## src/rtl/cordic_rot_core.sv

```systemverilog
// Iterative rotation-mode CORDIC: folds an 8-bit binary angle into [-pi/2, pi/2),
// runs ITER micro-rotations, and emits Q1.6 cos/sin plus a negate flag.
module cordic_rot_core #(
    parameter int ITER  = 8,
    parameter int GUARD = 2
) (
    input  logic       clk,
    input  logic       rst,
    input  logic       in_valid,
    output logic       in_ready,
    input  logic [7:0] angle_in,
    output logic       out_valid,
    input  logic       out_ready,
    output logic [7:0] cos_out,
    output logic [7:0] sin_out,
    output logic       neg_flag
);

    localparam int W   = 8 + GUARD + 1;
    localparam int RW  = W + 1;
    localparam int ZW  = 12;
    localparam int RND = (1 << GUARD) >> 1;

    localparam logic signed [RW-1:0] SAT_MAX = RW'(127);
    localparam logic signed [RW-1:0] SAT_MIN = -RW'(128);

    typedef enum logic [1:0] {IDLE, RUN, DONE} state_t;

    function automatic logic signed [W-1:0] k_init(input int g);
        case (g)
            0:       k_init = W'(39);
            1:       k_init = W'(78);
            2:       k_init = W'(155);
            3:       k_init = W'(311);
            default: k_init = W'(622);
        endcase
    endfunction

    function automatic logic signed [ZW-1:0] atan_lut(input logic [2:0] idx);
        case (idx)
            3'd0:    atan_lut = 12'sd512;
            3'd1:    atan_lut = 12'sd302;
            3'd2:    atan_lut = 12'sd160;
            3'd3:    atan_lut = 12'sd81;
            3'd4:    atan_lut = 12'sd41;
            3'd5:    atan_lut = 12'sd20;
            3'd6:    atan_lut = 12'sd10;
            default: atan_lut = 12'sd5;
        endcase
    endfunction

    // Round off the guard bits, then clamp to the signed 8-bit range.
    function automatic logic [7:0] sat8(input logic signed [W-1:0] v);
        logic signed [RW-1:0] r;
        r = $signed({v[W-1], v}) + $signed(RW'(RND));
        r = r >>> GUARD;
        if (r > SAT_MAX)      sat8 = 8'h7F;
        else if (r < SAT_MIN) sat8 = 8'h80;
        else                  sat8 = r[7:0];
    endfunction

    localparam logic signed [W-1:0] X_INIT = k_init(GUARD);

    state_t                state_q, state_d;
    logic signed [W-1:0]   x_q, x_d;
    logic signed [W-1:0]   y_q, y_d;
    logic signed [ZW-1:0]  z_q, z_d;
    logic [2:0]            i_q, i_d;
    logic                  neg_q, neg_d;
    logic [7:0]            cos_q, cos_d;
    logic [7:0]            sin_q, sin_d;
    logic                  flag_q, flag_d;

    logic signed [W-1:0]   x_sh, y_sh;
    logic signed [ZW-1:0]  atan_i;
    logic                  fold;
    logic [7:0]            a_fold;

    assign in_ready  = (state_q == IDLE) && !rst;
    assign out_valid = (state_q == DONE);
    assign cos_out   = cos_q;
    assign sin_out   = sin_q;
    assign neg_flag  = flag_q;

    always_comb begin
        state_d = state_q;
        x_d     = x_q;
        y_d     = y_q;
        z_d     = z_q;
        i_d     = i_q;
        neg_d   = neg_q;
        cos_d   = cos_q;
        sin_d   = sin_q;
        flag_d  = flag_q;

        x_sh    = x_q >>> i_q;
        y_sh    = y_q >>> i_q;
        atan_i  = atan_lut(i_q);
        fold    = angle_in[7] ^ angle_in[6];
        a_fold  = fold ? (angle_in ^ 8'h80) : angle_in;

        case (state_q)
            IDLE: begin
                if (in_valid && in_ready) begin
                    x_d     = X_INIT;
                    y_d     = '0;
                    z_d     = {a_fold, 4'b0000};
                    i_d     = '0;
                    neg_d   = fold;
                    state_d = RUN;
                end
            end
            RUN: begin
                if (z_q[ZW-1]) begin
                    x_d = x_q + y_sh;
                    y_d = y_q - x_sh;
                    z_d = z_q + atan_i;
                end else begin
                    x_d = x_q - y_sh;
                    y_d = y_q + x_sh;
                    z_d = z_q - atan_i;
                end
                i_d = i_q + 3'd1;
                if (i_q == 3'(ITER - 1)) begin
                    cos_d   = sat8(x_d);
                    sin_d   = sat8(y_d);
                    flag_d  = neg_q;
                    state_d = DONE;
                end
            end
            DONE: begin
                if (out_ready) state_d = IDLE;
            end
            default: state_d = IDLE;
        endcase
    end

    always_ff @(posedge clk) begin
        if (rst) begin
            state_q <= IDLE;
            x_q     <= '0;
            y_q     <= '0;
            z_q     <= '0;
            i_q     <= '0;
            neg_q   <= 1'b0;
            cos_q   <= '0;
            sin_q   <= '0;
            flag_q  <= 1'b0;
        end else begin
            state_q <= state_d;
            x_q     <= x_d;
            y_q     <= y_d;
            z_q     <= z_d;
            i_q     <= i_d;
            neg_q   <= neg_d;
            cos_q   <= cos_d;
            sin_q   <= sin_d;
            flag_q  <= flag_d;
        end
    end

endmodule
```

## config.mk

```make
export PLATFORM = sky130hd
export DESIGN_NAME = cordic_rot_core
export DESIGN_NICKNAME = d
export VERILOG_FILES = /design/src/rtl/cordic_rot_core.sv
export SDC_FILE = /design/constraint.sdc
export NUM_CORES = 1
export LEC_CHECK = 0
export BUFFER_PORTS_ARGS = -buffer_cell sky130_fd_sc_hd__buf_2
export CAP_MARGIN = 20
export CORE_UTILIZATION = 35
export CTS_CLUSTER_SIZE = 20
export DETAILED_ROUTE_END_ITERATION = 8
export PLACE_DENSITY = 0.61
export SETUP_SLACK_MARGIN = 0.02
export SLEW_MARGIN = 25
export SYNTH_ARGS = -nofsm -noshare
export SYNTH_HDL_FRONTEND = slang
export SYNTH_SLANG_ARGS = --single-unit
```

## constraint.sdc

```tcl
create_clock -name clk -period 5.66 [get_ports clk]
set_input_delay 1.132 -clock clk [delete_from_list [all_inputs] [get_ports clk]]
set_output_delay 1.132 -clock clk [all_outputs]
set_load 0.03 [all_outputs]
```

Word-level counts from Yosys, hierarchy flattened
Index checks and enable logic that the tools add are counted.
Widths: inputs -> output; s select.
{ "totals": {"reg_bits": 57, "input_bits": 12, "output_inout_bits": 19, "elab_cells": 71} }
{ "classes": {"order_cmp": 4, "mux": 23, "shifts": 2, "n_eq_ne": 12, "add_sub_neg": 9, "n_reduce_logical": 10, "bitwise": 2} }
{ "op_table": {"columns": ["operator", "n"], "rows": [
  ["$pmux 10 s7", 1],
  ["$mux 11", 6],
  ["$pmux 11 s2", 2],
  ["$mux 8", 5],
  ["$add 11x3->12 const B", 2],
  ["$mux 12", 2],
  ["$pmux 12 s2", 1],
  ["$add 11x11->11", 2],
  ["$sshr 11x3->11", 2],
  ["$sub 11x11->11", 2],
  ["$gt 10x8->1 const B", 2],
  ["$lt 10x8->1 const B", 2],
  ["$add 12x12->12", 1],
  ["$eq 3x3->1 const B", 4],
  ["$sub 12x12->12", 1],
  ["$eq 3x2->1 const B", 2],
  ["$mux 2", 3],
  ["$pmux 2 s3", 1],
  ["$pmux 3 s2", 1],
  ["$reduce_and 2->1", 3],
  ["$ne 2x1->1 const B", 2],
  ["$add 3x1->3 const B", 1],
  ["$eq 3x1->1 const B", 1],
  ["$logic_not 3->1", 1],
  ["other kinds (11)", 12]
]} }

Depth between registers and ports, before layout
{ "depth": {"depth_word": 8, "mapped_depth": 23, "ltp_nobuf": 19} }

Least setup slack after synthesis
OpenSTA, ideal clock, no wires.
{ "synth_timing": {"path_kind": "register to register", "start": "register i_q[1]", "end": "register sin_q[0] (netlist: sin_out[0])", "required_time_ns": 5.518, "synth_period_minus_slack_ns": 4.736, "stages_incl_launch_ff": 21, "path_buffers": 3, "arrival_ns": 4.594, "path_slack_ns": 0.924, "setup_time_ns": 0.142, "path_cell_list": "dfxtp_1 -> buf_6 -> buf_4 -> clkbuf_1 -> mux2i_1 -> nor2_1 -> a21oi_1 -> mux2_2 -> ha_1 -> a31oi_1 -> xnor2_1 -> ha_1 -> and2_1 -> a31oi_1 -> nand3b_1 -> o31a_1 -> xnor2_1 -> or4_1 -> or3_1 -> o211ai_2 -> a311oi_1"} }
{ "synth_via": {"elab_chain_len": 8, "elab_cells_between_ends": 12, "cone_classes": "add/sub (3); order compare (2); eq/ne (1); shift (1); mux (4); reduce/logical (1)"} }
{ "synth_rtl": {"columns": ["item", "line_no", "text"], "rows": [
  ["from (decl)", "68", "logic [2:0] i_q, i_d;"],
  ["from (signal assigned)", "154", "i_q <= i_d;"],
  ["$sshr 11x3->11", "96", "x_sh = x_q >>> i_q;"],
  ["$add 11x11->11 / $sub 11x11->11 (equally long branches)", "120, 116", null],
  ["$mux 11", "114", "if (z_q[ZW-1]) begin"],
  ["$mux 11", "102", "case (state_q)"],
  ["$add 11x3->12", "55", "r = $signed({v[W-1], v}) + $signed(RW'(RND));"],
  ["$lt 10x8->1", "58", "else if (r < SAT_MIN) sat8 = 8'h80;"],
  ["$mux 8", "58", null],
  ["$mux 8", "57", "if (r > SAT_MAX) sat8 = 8'h7F;"],
  ["to (signal assigned)", "157", "sin_q <= sin_d;"],
  ["to (decl)", "71", "logic [7:0] sin_q, sin_d;"]
]} }
Parallel ways exist; a longest one is shown, timed or not. The select of a mux whose other input is x is not followed.
A chain may end at the register's enable or synchronous reset.

Final worst setup path
{ "layout_timing": {"start": "register i_q[1]", "end": "register sin_q[4] (netlist: sin_out[4])"} }
The elaborated chain is that of the path after synthesis.

==> flow_metrics.env <==
export IMPL_outcome="completed"
export IMPL_seq_area_frac_synth=0.205
export IMPL_final_period_utilization=0.883
export IMPL_cts_tree="done"
export IMPL_crit_slowest_cell="or4_1"
export IMPL_timing_rr_end="sin_out[4]$_SDFFE_PP0P_"
export IMPL_start_kind="flip-flop"
export IMPL_dpl_worst_slack_ps=688
export IMPL_drt_iter0_drc=257
export IMPL_coreArea_mm2=0.0154
export IMPL_period_minus_slack_ps=5000
export IMPL_synth_area_mm2=0.00555
export IMPL_grt_pass1_wl_um=25000
export IMPL_synth_main_ff_cell="dfxtp_1"
export IMPL_critPathKind="reg -> reg"
export IMPL_antenna_cells=0
export IMPL_slew_viol_final=0
export IMPL_clk_pin_slew_ps=60
export IMPL_h_tree_depth=3
export IMPL_die_h_um=128
export IMPL_peakVddDrop_v=0.000245
export IMPL_avgSynthCellArea_um2=7.76
export IMPL_numPlacedInstances=934
export IMPL_crit_chain="buf_4 -> mux2_4 -> nor2_1 -> a21oi_1 -> a21oi_1 -> ha_1 -> a31oi_1 -> xnor2_1 -> ha_1 -> and2_1 -> a31oi_1 -> nand3b_1 -> o31a_1 -> xnor2_1 -> buf_4 -> or4_1 -> or3_1 -> o211ai_2 -> a311oi_1"
export IMPL_fin_nets=792
export IMPL_port_buffers=30
export IMPL_clock_path_buffers=2
export IMPL_critPathBufInv=2
export IMPL_dr_pass1_iters=5
export IMPL_yosysWarnings=0
export IMPL_std_cell_rows=45
export IMPL_synth_most_common_cell="nor2_1"
export IMPL_tns_ps=0
export IMPL_worst_pin_slew_ps=836
export IMPL_rsz0062_at_grt="false"
export IMPL_routed_via_density=5.49
export IMPL_synth_top_area_share=0.205
export IMPL_total_power_uw=3900
export IMPL_synth_edf_count=0
export IMPL_synthTopCellsByCount="82 x nor2_1, 69 x nand2_1, 57 x dfxtp_1"
export IMPL_finalHoldViolCount=0
export IMPL_drcViolationCount=0
export IMPL_multiInputGateArea_mm2=0.00414
export IMPL_clock_sinks=57
export IMPL_drv_cap=0
export IMPL_crit_fanout=32
export IMPL_synth_nets=774
export IMPL_layout_setup_ws_ps=659
export IMPL_hold_ws_ps=454
export IMPL_fin_cells=950
export IMPL_crit_family="compound AO/OA/AOI/OAI gates"
export IMPL_fmax_mhz=200
export IMPL_finClkSkew_ps=5.66
export IMPL_grt_max_degree=57
export IMPL_setup_viol=0
export IMPL_r2r_slack_ps=660
export IMPL_die_area_mm2=0.0164
export IMPL_r2r_start="i_q[1]$_SDFFE_PP0P_"
export IMPL_grt_antenna_before_repair=0
export IMPL_yosys_area_top_type="dfxtp_1"
export IMPL_cp_arrival_ps=5190
export IMPL_holdBufCountCts=0
export IMPL_cts_resized=0
export IMPL_p_leak_uw=0.00251
export IMPL_synth_cell_types=84
export IMPL_slew_headroom=0.442
export IMPL_cp_depth=19
export IMPL_fillers=1585
export IMPL_final_seq_area_mm2=0.00114
export IMPL_end_kind="flip-flop"
export IMPL_ff2ff_path_depth=19
export IMPL_cp_required_ps=5850
export IMPL_overflow=0
export IMPL_start_util=0.361
export IMPL_grt_use_total=0.192
export IMPL_hpwl_um=10500
export IMPL_wl_per_cell_um=15.7
export IMPL_p_per_area_mw_per_mm2=625
export IMPL_insertion_delay_ps=340
export IMPL_crit_end="sin_out[4]$_SDFFE_PP0P_"
export IMPL_layout_area_overhead_vs_synth_pct=12.3
export IMPL_cts_root_buffer="clkbuf_16"
export IMPL_die_w_um=128
export IMPL_synthArstFlopShare=0
export IMPL_numCtsBuffers=9
export IMPL_synth_cells=716
export IMPL_synth_area_leaders="dfxtp_1 21%, ha_1 9.7%, nor2_1 5.5%"
export IMPL_synth_ff_latch_count=57
export IMPL_post_cts_buffers=0
export IMPL_cp_startpoint="i_q[1]$_SDFFE_PP0P_"
export IMPL_grt_pass1_vias=4854
export IMPL_wirelength_um=14900
export IMPL_gp_congestion=0.849
export IMPL_drive_gt1_frac=0.130
export IMPL_slowest_delay_ps=530
export IMPL_vias=5211
export IMPL_hp_class="reg -> reg"
export IMPL_ant_nets=0
export IMPL_io_pins=31
==> area by class of cell <==
cell class / instances / area share
Clock buffer: 11 / 0.0405
Timing Repair Buffer: 47 / 0.0445
Tap cell: 211 / 0.0423
Multi-Input combinational cell: 597 / 0.664
Clock inverter: 5 / 0.0124
Inverter: 22 / 0.0132
Sequential cell: 57 / 0.183
==> how the worst min path moves through the flow <==
stage | startpoint | to | slack (ps) | cells after the start
floorplan | neg_q$_SDFFE_PP0P_ | neg_flag$_SDFFE_PP0P_ | 430 | 2
global placement | sin_out[7]$_SDFFE_PP0P_ | sin_out[7]$_SDFFE_PP0P_ | 440 | 2
detailed placement | cos_out[7]$_SDFFE_PP0P_ | cos_out[7]$_SDFFE_PP0P_ | 450 | 2
CTS | cos_out[7]$_SDFFE_PP0P_ | cos_out[7]$_SDFFE_PP0P_ | 460 | 2
global route | cos_out[7]$_SDFFE_PP0P_ | cos_out[7]$_SDFFE_PP0P_ | 470 | 2
finish | cos_out[7]$_SDFFE_PP0P_ | cos_out[7]$_SDFFE_PP0P_ | 450 | 2
==> worst register-to-register path, cell delays in order (launching register included) <==
cell and delay (ps):
dfxtp_1 320, buf_4 350, mux2_4 350, nor2_1 80
a21oi_1 70, a21oi_1 310, ha_1 270, a31oi_1 140
xnor2_1 160, ha_1 340, and2_1 190, a31oi_1 130
nand3b_1 130, o31a_1 310, xnor2_1 150, buf_4 160
or4_1 530, or3_1 350, o211ai_2 330, a311oi_1 150
==> cell usage in the layout, fill, tap and decap left out, types with 5 or more instances in the layout <==
master | Yosys | routed
nand2b_1 | 16 | 16
nand3b_1 | 5 | 5
a211oi_1 | 11 | 11
buf_2 | 2 | 30
nand3_1 | 24 | 24
a21oi_1 | 54 | 54
xnor2_1 | 33 | 33
or3_1 | 5 | 5
buf_4 | 2 | 17
ha_1 | 43 | 43
a311oi_1 | 10 | 10
a21boi_0 | 5 | 5
xor2_1 | 23 | 23
o21ai_0 | 33 | 33
nor2b_1 | 14 | 13
inv_1 | 21 | 21
nor3_1 | 16 | 16
nor2_1 | 82 | 82
mux2i_1 | 19 | 19
a31oi_1 | 19 | 19
dfxtp_1 | 57 | 57
clkbuf_16 | 0 | 9
a21o_1 | 5 | 5
nand2_1 | 69 | 69
o21a_1 | 5 | 5
a221o_1 | 8 | 8
==> metrics by stage <==
step | cell area [um^2] | util
final | 6240 | 0.406
after global routing | 6240 | 0.406
after CTS | 6240 | 0.406
after detailed placement | 5910 | 0.384
after global placement | 5910 | 0.384
after floorplan | 5550 | -
==> registers in the layout (all words and copies together) (netlist names) <==
register / flops
cos_out: 8
i_q: 3
neg_flag: 1
neg_q: 1
sin_out: 8
state_q: 2
x_q: 11
y_q: 11
z_q: 12
==> where the power goes <==
| part | internal [uW] | total [uW] | leakage, uW | switching (uW) |
|---|---|---|---|---|
| Combinational | 1160 | 2670 | 0.00189 | 1520 |
| Clock | 408 | 617 | 0.000162 | 209 |
| Sequential | 474 | 611 | 0.000466 | 137 |
| Total | 2040 | 3900 | 0.00251 | 1860 |
==> cells by family (layout without fill, tap and decap cells) <==
kind of cell / Yosys count / after routing / synth area share
buf+inv: 62 / 85 / 0.0491
xor+xnor: 57 / 57 / 0.0926
compound gates: 196 / 196 / 0.240
mux: 31 / 31 / 0.0707
fa+ha+maj: 46 / 46 / 0.108
flops: 57 / 57 / 0.205
simple gates: 267 / 267 / 0.234
==> layer usage <==
| layer | global-route usage | up-vias | routed length [um] |
|---|---|---|---|
| met3 | 0.0309 | 14 | 742 |
| met2 | 0.304 | 138 | 6670 |
| met1 | 0.264 | 2414 | 7210 |
| met4 | 0.0664 | 0 | 293 |
| li1 | - | 2645 | - |
| met5 | 0 | - | 0 |
(Power assumes the default switching activity.)
